## src/rtl/conv_pkg.sv

```systemverilog
// Shared definitions for the convolution host: default geometry, result depth
// and the job-control state encoding.
package conv_pkg;

    localparam int N_DEF         = 8;
    localparam int M_DEF         = 4;
    localparam int WD_DEF        = 8;
    localparam int WY_DEF        = 18;
    localparam int RES_DEPTH_DEF = N_DEF - M_DEF + 1;

    typedef enum logic [1:0] {
        ST_IDLE = 2'd0,
        ST_RUN  = 2'd1,
        ST_DONE = 2'd2
    } state_e;

    function automatic int res_depth(input int n, input int m);
        return n - m + 1;
    endfunction

endpackage

```

## src/rtl/stream_src.sv

```systemverilog
// Buffer-backed stream source: holds DEPTH samples loaded through a write port
// and streams them out in index order over a valid/ready interface.
module stream_src #(
    parameter int DEPTH = 8,
    parameter int WD    = 8,
    parameter int AW    = 3,
    parameter int CW    = $clog2(DEPTH + 1)
) (
    input  logic          clk,
    input  logic          reset,
    input  logic          clear,
    input  logic          run,
    input  logic          stall,
    input  logic          ready,
    input  logic          wr_en,
    input  logic [AW-1:0] wr_addr,
    input  logic [WD-1:0] wr_data,
    output logic [WD-1:0] data,
    output logic          valid,
    output logic          all_sent
);

    logic [WD-1:0] mem_q [DEPTH];
    logic [WD-1:0] mem_d [DEPTH];
    logic [CW-1:0] sent_q;
    logic [CW-1:0] sent_d;
    logic [WD-1:0] rd_word;

    // Addresses beyond DEPTH match no entry and are silently dropped.
    always_comb begin
        mem_d = mem_q;
        for (int i = 0; i < DEPTH; i++) begin
            if (wr_en && (int'(wr_addr) == i)) begin
                mem_d[i] = wr_data;
            end
        end
    end

    always_comb begin
        all_sent = (sent_q == CW'(DEPTH));
        rd_word  = '0;
        for (int i = 0; i < DEPTH; i++) begin
            if (sent_q == CW'(i)) begin
                rd_word = mem_q[i];
            end
        end
        // Stall only masks valid; a masked beat never counts as a transfer.
        valid  = run && !all_sent && !stall;
        data   = valid ? rd_word : '0;
        sent_d = sent_q;
        if (clear) begin
            sent_d = '0;
        end else if (valid && ready) begin
            sent_d = sent_q + CW'(1);
        end
    end

    always_ff @(posedge clk) begin
        if (reset) begin
            sent_q <= '0;
        end else begin
            sent_q <= sent_d;
        end
    end

    // Sample storage is deliberately outside reset so vectors survive an abort.
    always_ff @(posedge clk) begin
        mem_q <= mem_d;
    end

endmodule

```

## src/rtl/conv_8_4_host.sv

```systemverilog
// Job host for a streaming convolution engine: sources x and f vectors, collects
// y results into a readable buffer and sequences one job per start request.
module conv_8_4_host
    import conv_pkg::*;
#(
    parameter int N  = N_DEF,
    parameter int M  = M_DEF,
    parameter int WD = WD_DEF,
    parameter int WY = WY_DEF
) (
    input  logic          clk,
    input  logic          reset,
    input  logic          cfg_wr_en,
    input  logic          cfg_sel,
    input  logic [2:0]    cfg_addr,
    input  logic [WD-1:0] cfg_data,
    input  logic          start,
    output logic          busy,
    output logic          done,
    output logic [WD-1:0] m_data_x,
    output logic          m_valid_x,
    input  logic          m_ready_x,
    output logic [WD-1:0] m_data_f,
    output logic          m_valid_f,
    input  logic          m_ready_f,
    input  logic [WY-1:0] s_data_y,
    input  logic          s_valid_y,
    output logic          s_ready_y,
    input  logic          stall_x,
    input  logic          stall_f,
    input  logic          stall_y,
    input  logic [2:0]    res_addr,
    output logic [WY-1:0] res_data,
    output logic [2:0]    y_cnt,
    output state_e        dbg_state
);

    localparam int RES = res_depth(N, M);

    state_e        state_q;
    state_e        state_d;
    logic [2:0]    y_cnt_q;
    logic [2:0]    y_cnt_d;
    logic [WY-1:0] res_q [RES];
    logic [WY-1:0] res_d [RES];
    logic          start_acc;
    logic          run;
    logic          x_all_sent;
    logic          f_all_sent;
    logic          x_wr;
    logic          f_wr;
    logic          y_hs;

    assign run  = (state_q == ST_RUN);
    assign x_wr = cfg_wr_en && !cfg_sel && (state_q == ST_IDLE);
    assign f_wr = cfg_wr_en &&  cfg_sel && (state_q == ST_IDLE);

    stream_src #(
        .DEPTH (N),
        .WD    (WD),
        .AW    (3)
    ) u_src_x (
        .clk      (clk),
        .reset    (reset),
        .clear    (start_acc),
        .run      (run),
        .stall    (stall_x),
        .ready    (m_ready_x),
        .wr_en    (x_wr),
        .wr_addr  (cfg_addr),
        .wr_data  (cfg_data),
        .data     (m_data_x),
        .valid    (m_valid_x),
        .all_sent (x_all_sent)
    );

    stream_src #(
        .DEPTH (M),
        .WD    (WD),
        .AW    (3)
    ) u_src_f (
        .clk      (clk),
        .reset    (reset),
        .clear    (start_acc),
        .run      (run),
        .stall    (stall_f),
        .ready    (m_ready_f),
        .wr_en    (f_wr),
        .wr_addr  (cfg_addr),
        .wr_data  (cfg_data),
        .data     (m_data_f),
        .valid    (m_valid_f),
        .all_sent (f_all_sent)
    );

    // Handshake contract on all three streams: a beat transfers on a rising
    // clk edge where valid and ready are both high; stalls gate valid/ready only.
    always_comb begin
        state_d   = state_q;
        start_acc = 1'b0;
        y_cnt_d   = y_cnt_q;
        res_d     = res_q;
        s_ready_y = run && (y_cnt_q < 3'(RES)) && !stall_y;
        y_hs      = s_valid_y && s_ready_y;

        case (state_q)
            ST_IDLE: begin
                if (start) begin
                    state_d   = ST_RUN;
                    start_acc = 1'b1;
                end
            end
            ST_RUN: begin
                if (x_all_sent && f_all_sent && (y_cnt_q == 3'(RES))) begin
                    state_d = ST_DONE;
                end
            end
            ST_DONE: begin
                state_d = ST_IDLE;
            end
            default: begin
                state_d = ST_IDLE;
            end
        endcase

        if (start_acc) begin
            y_cnt_d = '0;
            for (int i = 0; i < RES; i++) begin
                res_d[i] = '0;
            end
        end else if (y_hs) begin
            for (int i = 0; i < RES; i++) begin
                if (y_cnt_q == 3'(i)) begin
                    res_d[i] = s_data_y;
                end
            end
            y_cnt_d = y_cnt_q + 3'd1;
        end
    end

    always_ff @(posedge clk) begin
        if (reset) begin
            state_q <= ST_IDLE;
            y_cnt_q <= '0;
            for (int i = 0; i < RES; i++) begin
                res_q[i] <= '0;
            end
        end else begin
            state_q <= state_d;
            y_cnt_q <= y_cnt_d;
            res_q   <= res_d;
        end
    end

    // Out-of-range read addresses fall through to zero.
    always_comb begin
        res_data = '0;
        for (int i = 0; i < RES; i++) begin
            if (int'(res_addr) == i) begin
                res_data = res_q[i];
            end
        end
    end

    assign busy      = (state_q == ST_RUN) || (state_q == ST_DONE);
    assign done      = (state_q == ST_DONE);
    assign y_cnt     = y_cnt_q;
    assign dbg_state = state_q;

endmodule

```

## config.mk

```make
export PLATFORM = sky130hd
export DESIGN_NAME = conv_8_4_host
export DESIGN_NICKNAME = d
export VERILOG_FILES = /design/src/rtl/conv_pkg.sv /design/src/rtl/stream_src.sv /design/src/rtl/conv_8_4_host.sv
export SDC_FILE = /design/constraint.sdc
export NUM_CORES = 1
export LEC_CHECK = 0
export ABC_AREA = 1
export CORE_MARGIN = 5
export CORE_UTILIZATION = 46
export CTS_BUF_LIST = sky130_fd_sc_hd__clkbuf_16
export DETAILED_ROUTE_END_ITERATION = 8
export PLACE_DENSITY = 0.67
export SLEW_MARGIN = 0
export SYNTH_ARGS = -nofsm -noshare
export SYNTH_HDL_FRONTEND = slang
export SYNTH_SLANG_ARGS = --single-unit
```

## constraint.sdc

```tcl
create_clock -name clk -period 2.6 [get_ports clk]
set_clock_uncertainty 0.1 [all_clocks]
set_input_delay 0.26 -clock clk [delete_from_list [all_inputs] [get_ports clk]]
set_output_delay 0.26 -clock clk [all_outputs]
set_load 0.05 [all_outputs]
```

### Word level (Yosys, flattened, before mapping)

Cells that the tools add are included.

| operators by class | value |
|---|---|
| add/subtract/negate cells | 3 |
| $mul | 0 |
| div/mod/pow operators | 0 |
| $lt $le $gt $ge | 1 |
| eq/ne operators | 32 |
| shift-type cells | 0 |
| mux-type cells | 24 |
| bitwise logic cells | 0 |
| reduce and logical (&&, ||, !) cells | 47 |

Operator list:

| cell | number |
|---|---|
| 8-bit 2-to-1 mux | 14 |
| 18-bit 2-to-1 mux | 5 |
| 3-bit == test, second input constant | 10 |
| 1-bit logical AND | 27 |
| 3-bit by 2-bit == test with 1-bit output, second input constant | 7 |
| 4-bit by 3-bit == test with 1-bit output, second input constant | 4 |
| 3-bit logical NOT | 4 |
| 2-bit AND reduction | 6 |
| 3-bit by 1-bit == test with 1-bit output, second input constant | 3 |
| 4-bit by 2-bit == test with 1-bit output, second input constant | 2 |
| 3-bit by 1-bit adder with 3-bit output, second input constant | 2 |
| 1-bit logical NOT | 6 |
| 4-bit by 1-bit adder with 4-bit output, second input constant | 1 |
| 4-bit by 1-bit == test with 1-bit output, second input constant | 1 |
| 4-bit == test, second input constant | 1 |
| 4-bit logical NOT | 1 |
| 2-bit 2-to-1 mux | 2 |
| 2-bit case mux with 2 select lines | 1 |
| 3-bit < comparator, second input constant | 1 |
| 2-bit by 1-bit == test with 1-bit output, second input constant | 1 |
| 2-bit == test, second input constant | 1 |
| 2-bit logical NOT | 1 |
| 1-bit 2-to-1 mux | 2 |
| 2-bit by 1-bit inequality test with 1-bit output, second input constant | 1 |
| 3 further kinds | 3 |

| word-level totals | value |
|---|---|
| flip-flop bits (word level) | 198 |
| bits in latches | 0 |
| RAM bits | 0 |
| ROM bits | 0 |
| input port bits | 43 |
| output and inout port bits | 44 |
| word-level logic and storage cells | 128 |
| memories kept | 0 |

### Longest topological paths before layout

| depth | value |
|---|---|
| depth after elaboration | 10 |
| mapped depth | 11 |
| gate-level depth less buffers | 10 |

### Cells and area by module

Synthesis repeated with hierarchy kept, for this count alone.

| unflattened totals | value |
|---|---|
| cell total of the unflattened synthesis | 1,195 |
| area total of the unflattened synthesis | 9,421.5 sq um |

By module, submodules not included:

| module | times used | cells each | area an instance (sq um) | sequential area each (sq um) |
|---|---|---|---|---|
| conv_8_4_host | 1 | 758 | 4,728.3 | 1,901.8 |
| stream_src (u_src_x) | 1 | 276 | 3,015.4 | 2,001.9 |
| stream_src (u_src_f) | 1 | 161 | 1,677.9 | 1,021.0 |

### Worst setup path after synthesis

No wires, ideal clock.

| timing | value |
|---|---|
| path type | reg2out |
| start | register state_q[0], in the netlist dbg_state[0] |
| end | output m_data_f[0] |
| arrival | 2,910 ps |
| data required time | 2,240 ps |
| setup slack | -670 ps |
| stages on the path, launching flop included | 6 |
| buffers on the path | 0 |
| cell sequence | dfxtp_1 > ha_1 > nand2_1 > nor2_1 > inv_1 > a21oi_1 |

| between the ends | value |
|---|---|
| word-level cells in the longest chain between the ends | 4 |

RTL lines:

| what | line | RTL |
|---|---|---|
| start: declaration | conv_8_4_host.sv:40 | `state_e state_q;` |
| start signal: assignment | conv_8_4_host.sv:149 | `state_q <= state_d;` |
| 2-bit by 1-bit == test with 1-bit output | conv_8_4_host.sv:54 | `assign run = (state_q == ST_RUN);` |
| 1-bit logical AND (2 in a row) | stream_src.sv:48 | `valid = run && !all_sent && !stall;` |
| net m_valid_f | conv_8_4_host.sv:24 | `output logic m_valid_f,` |
| 8-bit 2-to-1 mux | stream_src.sv:49 | `data = valid ? rd_word : '0;` |
| end: declaration | conv_8_4_host.sv:23 | `output logic [WD-1:0] m_data_f,` |

The timed path passes the listed nets, and every way through them passes these cells.

### Worst setup path after layout

| timing | value |
|---|---|
| start | register u_src_x.sent_q[0] |
| end | output m_data_x[1] |

| between the ends | value |
|---|---|
| word-level cells in the longest chain between the ends | 10 |
| elaborated cells between the ends (all ways) | 21 |
| those cells by class | 8 x eq/ne; 9 x mux; 4 x reduce/logical |

RTL lines:

| what | line | RTL |
|---|---|---|
| start: declaration | stream_src.sv:25 | `logic [CW-1:0] sent_q;` |
| start signal: assignment | stream_src.sv:62 | `sent_q <= sent_d;` |
| 4-bit logical NOT | stream_src.sv:43 | `if (sent_q == CW'(i)) begin` |
| 8-bit 2-to-1 mux (8 in a row) | stream_src.sv:43 |  |
| 8-bit 2-to-1 mux * | stream_src.sv:49 |  |
| end: declaration | conv_8_4_host.sv:20 | `output logic [WD-1:0] m_data_x,` |

Mark *: on every way between the ends. The rest lies on a longest branch, timed or not.

==> metrics.txt <==
Switching Share=0.289; CP Data Arrival Time=2.15 ns; Die X=146 um; diodes inserted=0; First-pass DRT Iterations=7; fill cell count=about 1.6k; synth top area cells=edfxtp_1 (34%), dfxtp_1 (24%), a21oi_1 (7.9%); Worst setup EP type=output port; non-filler cells, final=1,269; critical setup path kind=register to output port; Net Switching=0.00213 W; first-pass GRT wire length=about 33,000 um; Combinational Power Share=0.192; Synth cell types=31; peak supply drop=470 uV; Synth area leader=edfxtp_1; post-synthesis cell area=8470 um^2; Crit path required time=2.24 ns; sequential group share of total power=0.460; hold_buf cts=0; layout cells sized above 1=0.146; register bit total from synthesis=198; critical path fanouts, max=11; total core area=18,000 um^2; Tot Pwr=0.00736 W; GP Congestion=0.805; Hold Crit Start=s_data_y[8]; number of remaining DRC errors=0; Initial Util=0.470; Tmin final=between 2 and 3 ns; Final Setup Violations=0; total number of vias=6,724; most common cell after layout, fill and taps aside=a21oi_1; io pins=87; Final nets=1,088; Clock Power Share=0.348; worst r2r src=dbg_state[1]; fin util=0.597; Post-Route WL=slightly above 20,000 um; Global Route Usage Sum=0.192; Die Y-Extent=146 um; leak pwr=about 4.0 nW; crit path launch=u_src_x.sent_q[0]; Min-Delay Path Class=primary input to register; number of cells on the worst reg-to-reg path=7; Rows=49; routed len/inst=16.1 um; die area=21,200 um^2; antenna violations before repair=0; via/cell ratio=between 5 and 6; Multi-input gate area=3080 um^2; largest net degree at the start of global routing=37; Fmax achieved=approximately 0.40 GHz; synth warn=0; DP HPWL=13,100 um; Clock Sinks=198; post-route cell area=about 11,000 um^2; htree depth=4; CTS clk-pin slew, worst paths=0.07 ns; P_int=approximately 0.0052 W; most frequent cells in the layout=a21oi_1 (117), nand2_1 (112), inv_1 (106); power per cell area=about 680 nW/um^2; Antenna Nets Post-Route=0; outcome=complete, no violations; FF/Latch Area=4930 um^2; Placed Instance Area=around 10,000 um^2; GR Overflow Total=0; TritonCTS Buffers=17; Critical Path Source Type=register; CTS Root Cell=clkbuf_16; Final Hold Vio Count=0; insertion delay to the later sink of the worst-skew pair=0.43 ns; Initial DRC Count=580; vias in the first global route=6,313; max_cap viols=0; Placed Cells incl. Taps=1,234; Synth Instances=slightly above 900; number of port buffers=86; Layout area overhead=27.1%; Clock Path Buffers=2; Post-Syn Nets=993; Slew HR=0.553; share of the synthesized area in the top cell type=0.340; period utilization=0.967; post-synthesis sequential area ratio=0.581; CTS tree=built; hold depth=3; average cell area after synthesis=~9.1 um^2; Slew Viols, Final=0; Slew @ Worst Pin=0.668 ns
flip-flops by register name (all words and copies together), names as in the netlist:
signal and count:
dbg_state 2, u_src_f.mem_q 32, u_src_x.sent_q 4, res_q 90, u_src_f.sent_q 3, y_cnt 3
u_src_x.mem_q 64
worst paths after layout:
kind / end / slack, ns
max: m_data_x[1] / 0.09
min: res_q[62] / 0.37
max reg2reg: u_src_x.mem_q[0] / 0.38
min reg2reg: res_q[16] / 0.38
metal layers:
layer  routed length, um  up-vias  track usage
met5                   0        -            0
met4                 233        0       0.0476
met3                1080       21       0.0411
met2                9590      196        0.306
met1                9530     3134        0.268
li1                    -     3373            -
cells by family after synthesis:
| family | Yosys count | share of synthesized area |
|---|---|---|
| adders and majority gates | 18 | 0.0266 |
| AOI/OAI and AO/OA | 254 | 0.156 |
| buffers and inverters | 156 | 0.0731 |
| DFF | 198 | 0.581 |
| and+or+nand+nor | 306 | 0.163 |
cell type report:
type                       instances  share of cell area
sequential                       198               0.458
clock inverter                    14              0.0113
multi-input combinational        578               0.286
inverter                         111              0.0394
timing repair inverter             1            0.000697
tap                              229              0.0266
timing repair buffer             120               0.137
clock buffer                      18              0.0418
Yosys cell counts:
master / count
nand2_1: 113
nor3_1: 6
nand3_1: 76
ha_1: 18
clkbuf_1: 16
dfxtp_1: 102
o211ai_1: 7
inv_1: 110
nor3_4: 1
nor2_1: 81
clkbuf_2: 1
nand4_4: 1
buf_2: 23
nand4_2: 1
nand4_1: 9
a211oi_1: 1
and3_1: 1
edfxtp_1: 96
nand3b_1: 8
buf_1: 4
buf_4: 1
a31oi_1: 3
clkinv_1: 1
o22ai_1: 18
nand2_2: 1
nor3b_1: 1
nor2_2: 4
a21oi_1: 133
nor3_2: 3
o21ai_0: 91
o21ai_2: 1
power by group through the flow:
stage	Combinational (W)	Clock [W]	Sequential (W)
after floorplan	0.000774	0	0.00350
after global placement	0.00140	0	0.00345
after detailed placement	0.00141	0	0.00346
final	0.00141	0.00256	0.00339
after global routing	0.00152	0.00272	0.00340
after CTS	0.00142	0.00260	0.00339
through the flow:
stage | hold WS, ns | TNS (ns) | setup WS [ns]
finish | 0.374 | 0 | 0.0870
global route | 0.381 | -0.00657 | -0.00553
CTS | 0.360 | 0 | 0.0256
detailed placement | 0.374 | 0 | 0.303
global placement | 0.364 | 0 | 0.348
floorplan | 0.229 | 0 | 0.0485
critical path: stages (launching register included):
cell	delay (ns)
dfxtp_2	0.39
inv_2	0.11
ha_4	0.21
nand3_1	0.14
nand2_1	0.12
nor2_2	0.11
buf_6	0.16
o21ai_0	0.13
a21oi_2	0.18
buf_12	0.16
timing repair:
action | CTS | global route
resized for setup | 16 | 12
pin swaps | 0 | 1
gates cloned | 1 | 0
buffers inserted | 0 | 2
setup endpoints to repair | 17 | 16
No activity file was read; power rests on OpenSTA's default activity.
==> RTL change (same settings) <==
Make the reset (`reset`) asynchronous in 2 clocked blocks.
--- a/src/rtl/stream_src.sv
+++ b/src/rtl/stream_src.sv
@@ -55,7 +55,7 @@
         end
     end
 
-    always_ff @(posedge clk) begin
+    always_ff @(posedge clk or posedge reset) begin
         if (reset) begin
             sent_q <= '0;
         end else begin
--- a/src/rtl/conv_8_4_host.sv
+++ b/src/rtl/conv_8_4_host.sv
@@ -138,7 +138,7 @@
         end
     end
 
-    always_ff @(posedge clk) begin
+    always_ff @(posedge clk or posedge reset) begin
         if (reset) begin
             state_q <= ST_IDLE;
             y_cnt_q <= '0;
Function: differs if reset is asserted again (counterexample within 4 cycles, from zero or initial values and one cycle with reset high); with reset held inactive, the same outputs for 4 cycles.
==> RTL change against the unedited design <==
Global-route usage rose by 1.4 points. Design area grew 8.6%. Synthesized area up 6.9%. Sequential cell count did not move. Largest cell class unchanged. Routed wire length up 12%. Setup slack got worse by 0.0017 ns.
Power is not compared: it rests on default switching activity, and its combinational part moved more than twofold at a synthesized area within 25%.
==> RTL change: results (changes against the unedited design) <==
| Metric | Value |
|---|---|
| Non-clock buffer area fraction after layout | `13.9% (+0.20 points)` |
| Area of the multi-input gates | `3180 sq um (+3.4%)` |
| Cell types with the highest counts after synthesis | `282 x sky130_fd_sc_hd__nand2_1, 122 x sky130_fd_sc_hd__inv_1, 102 x sky130_fd_sc_hd__dfrtp_1` |
| Iter 0 DRT Violations | `721 (+24%)` |
| Worst Tran Pin Value | `0.669 ns (+0.00125 ns)` |
| Global Route met1 Usage | `28.9% (+2.1 points)` |
| Capturing instance or port of the critical path | `m_data_x[0]` |
| Worst min-delay path category | `input port to async pin` |
| Clock Buffer Count | `19 (+1)` |
| Post-route worst hold slack | `0.107 ns (-0.267 ns)` |
| Cell Count Post-Placement | `1,323 (+7.2%)` |
| Share of layout cells above drive strength 1 | `17.0% (+2.4 points)` |
| Vias in the first global route | `6,805 (+7.8%)` |
| Routed metal-1 wire length | `10,200 microns (+6.8%)` |
| Avg WL per Cell | `16.7 microns (+3.4%)` |
| Async set-reset flop share out of synthesis | `51.5% (+52 points)` |
| Clock-pin slew reported for the worst setup and hold paths after clock tree synthesis | `0.07 ns (about the same)` |
| Tot GR Track Use | `20.5% (+1.4 points)` |
| Crit path from | `u_src_x.sent_q[0]` |
| Standard cell with the maximum stage delay on the critical path | `sky130_fd_sc_hd__dfrtp_2` |
| Delay contributed by the slowest stage of the critical path | `0.46 ns (+0.07 ns)` |
| Buffers inserted during post-CTS setup optimization | `4 (+4)` |
| Mapped Nets | `1,031 (+3.8%)` |
| Total area of sequential cells | `5440 sq um (+10%)` |
| Part of the Yosys area used for sequential elements | `60.0% (+1.9 points)` |
| Share of final layout cell area taken by clock buffers and inverters | `5.20% (-0.11 points)` |
| Top cells by area in the synthesized netlist | `sky130_fd_sc_hd__edfxtp_1 32%, sky130_fd_sc_hd__dfrtp_1 28%, sky130_fd_sc_hd__nand2_1 12%` |
| Area added between synthesis and finish | `29.1%` |
| EDFF count, synth | `96 (unchanged)` |
| Wire length of the first global-routing pass | `35,900 microns (+8.4%)` |
| Endpoint of the lowest-slack register-to-register path | `res_q[6]` |
| Pre-CTS setup slack | `0.168 ns (-0.135 ns)` |
| Launch point of the worst reg-to-reg path | `dbg_state[1]` |
| Total wire length after detailed routing | `22,900 microns (+12%)` |
| RePlAce Congestion | `0.808 (+0.32%)` |
| Status | `finished clean` |
| Hpwl dp | `14,700 microns (+12%)` |
| Ys flop type | `sky130_fd_sc_hd__dfrtp_1` |
| Number of buffers between clock root and the deepest sink | `2 (unchanged)` |
| Maximum fanout along the worst path | `8 (-3)` |
| Total placed instance area | `10,800 sq um (+6.7%)` |
| GR Layer Usage met2 | `32.9% (+2.3 points)` |
| Met2 wire len | `11,200 microns (+17%)` |
| Final #Nets | `1,155 (+6.2%)` |
| Distinct cell type count after synthesis | `33 (+6.5%)` |
| Metal3 WL | `1180 microns (+9.0%)` |
| Multi-input comb cells | `613 (+6.1%)` |
| Grt met3 use | `3.64% (-0.47 points)` |
| Setup slack of the most critical reg-to-reg path | `0.46 ns (+0.08 ns)` |
[RTL change: power by group through the flow]
stage	clock network (mW)	logic [mW]	registers, mW
2_1_floorplan	0	2.82	4.40
3_3_place_gp	0	4.32	4.35
3_5_place_dp	0	4.37	4.37
4_1_cts	2.74	4.46	4.32
5_1_grt	2.87	5.09	4.41
6_report	2.70	4.65	4.33
[RTL change: cells by family after synthesis]
| family | Yosys count | synth area share, % |
|---|---|---|
| buffers and inverters | 159 | 7.44 |
| adders and majority gates | 18 | 2.49 |
| and+or+nand+nor | 446 | 20.8 |
| DFF | 198 | 60.0 |
| AOI/OAI and AO/OA | 149 | 9.26 |
[RTL change: worst reg2reg max path, delay by kind of cell (launching register included)]
| family | cells | cell delay, ns |
|---|---|---|
| DFF | 1 | 0.41 |
| AOI/OAI and AO/OA | 2 | 0.45 |
| and+or+nand+nor | 3 | 0.46 |
| buffers and inverters | 3 | 0.42 |
| adders and majority gates | 1 | 0.19 |
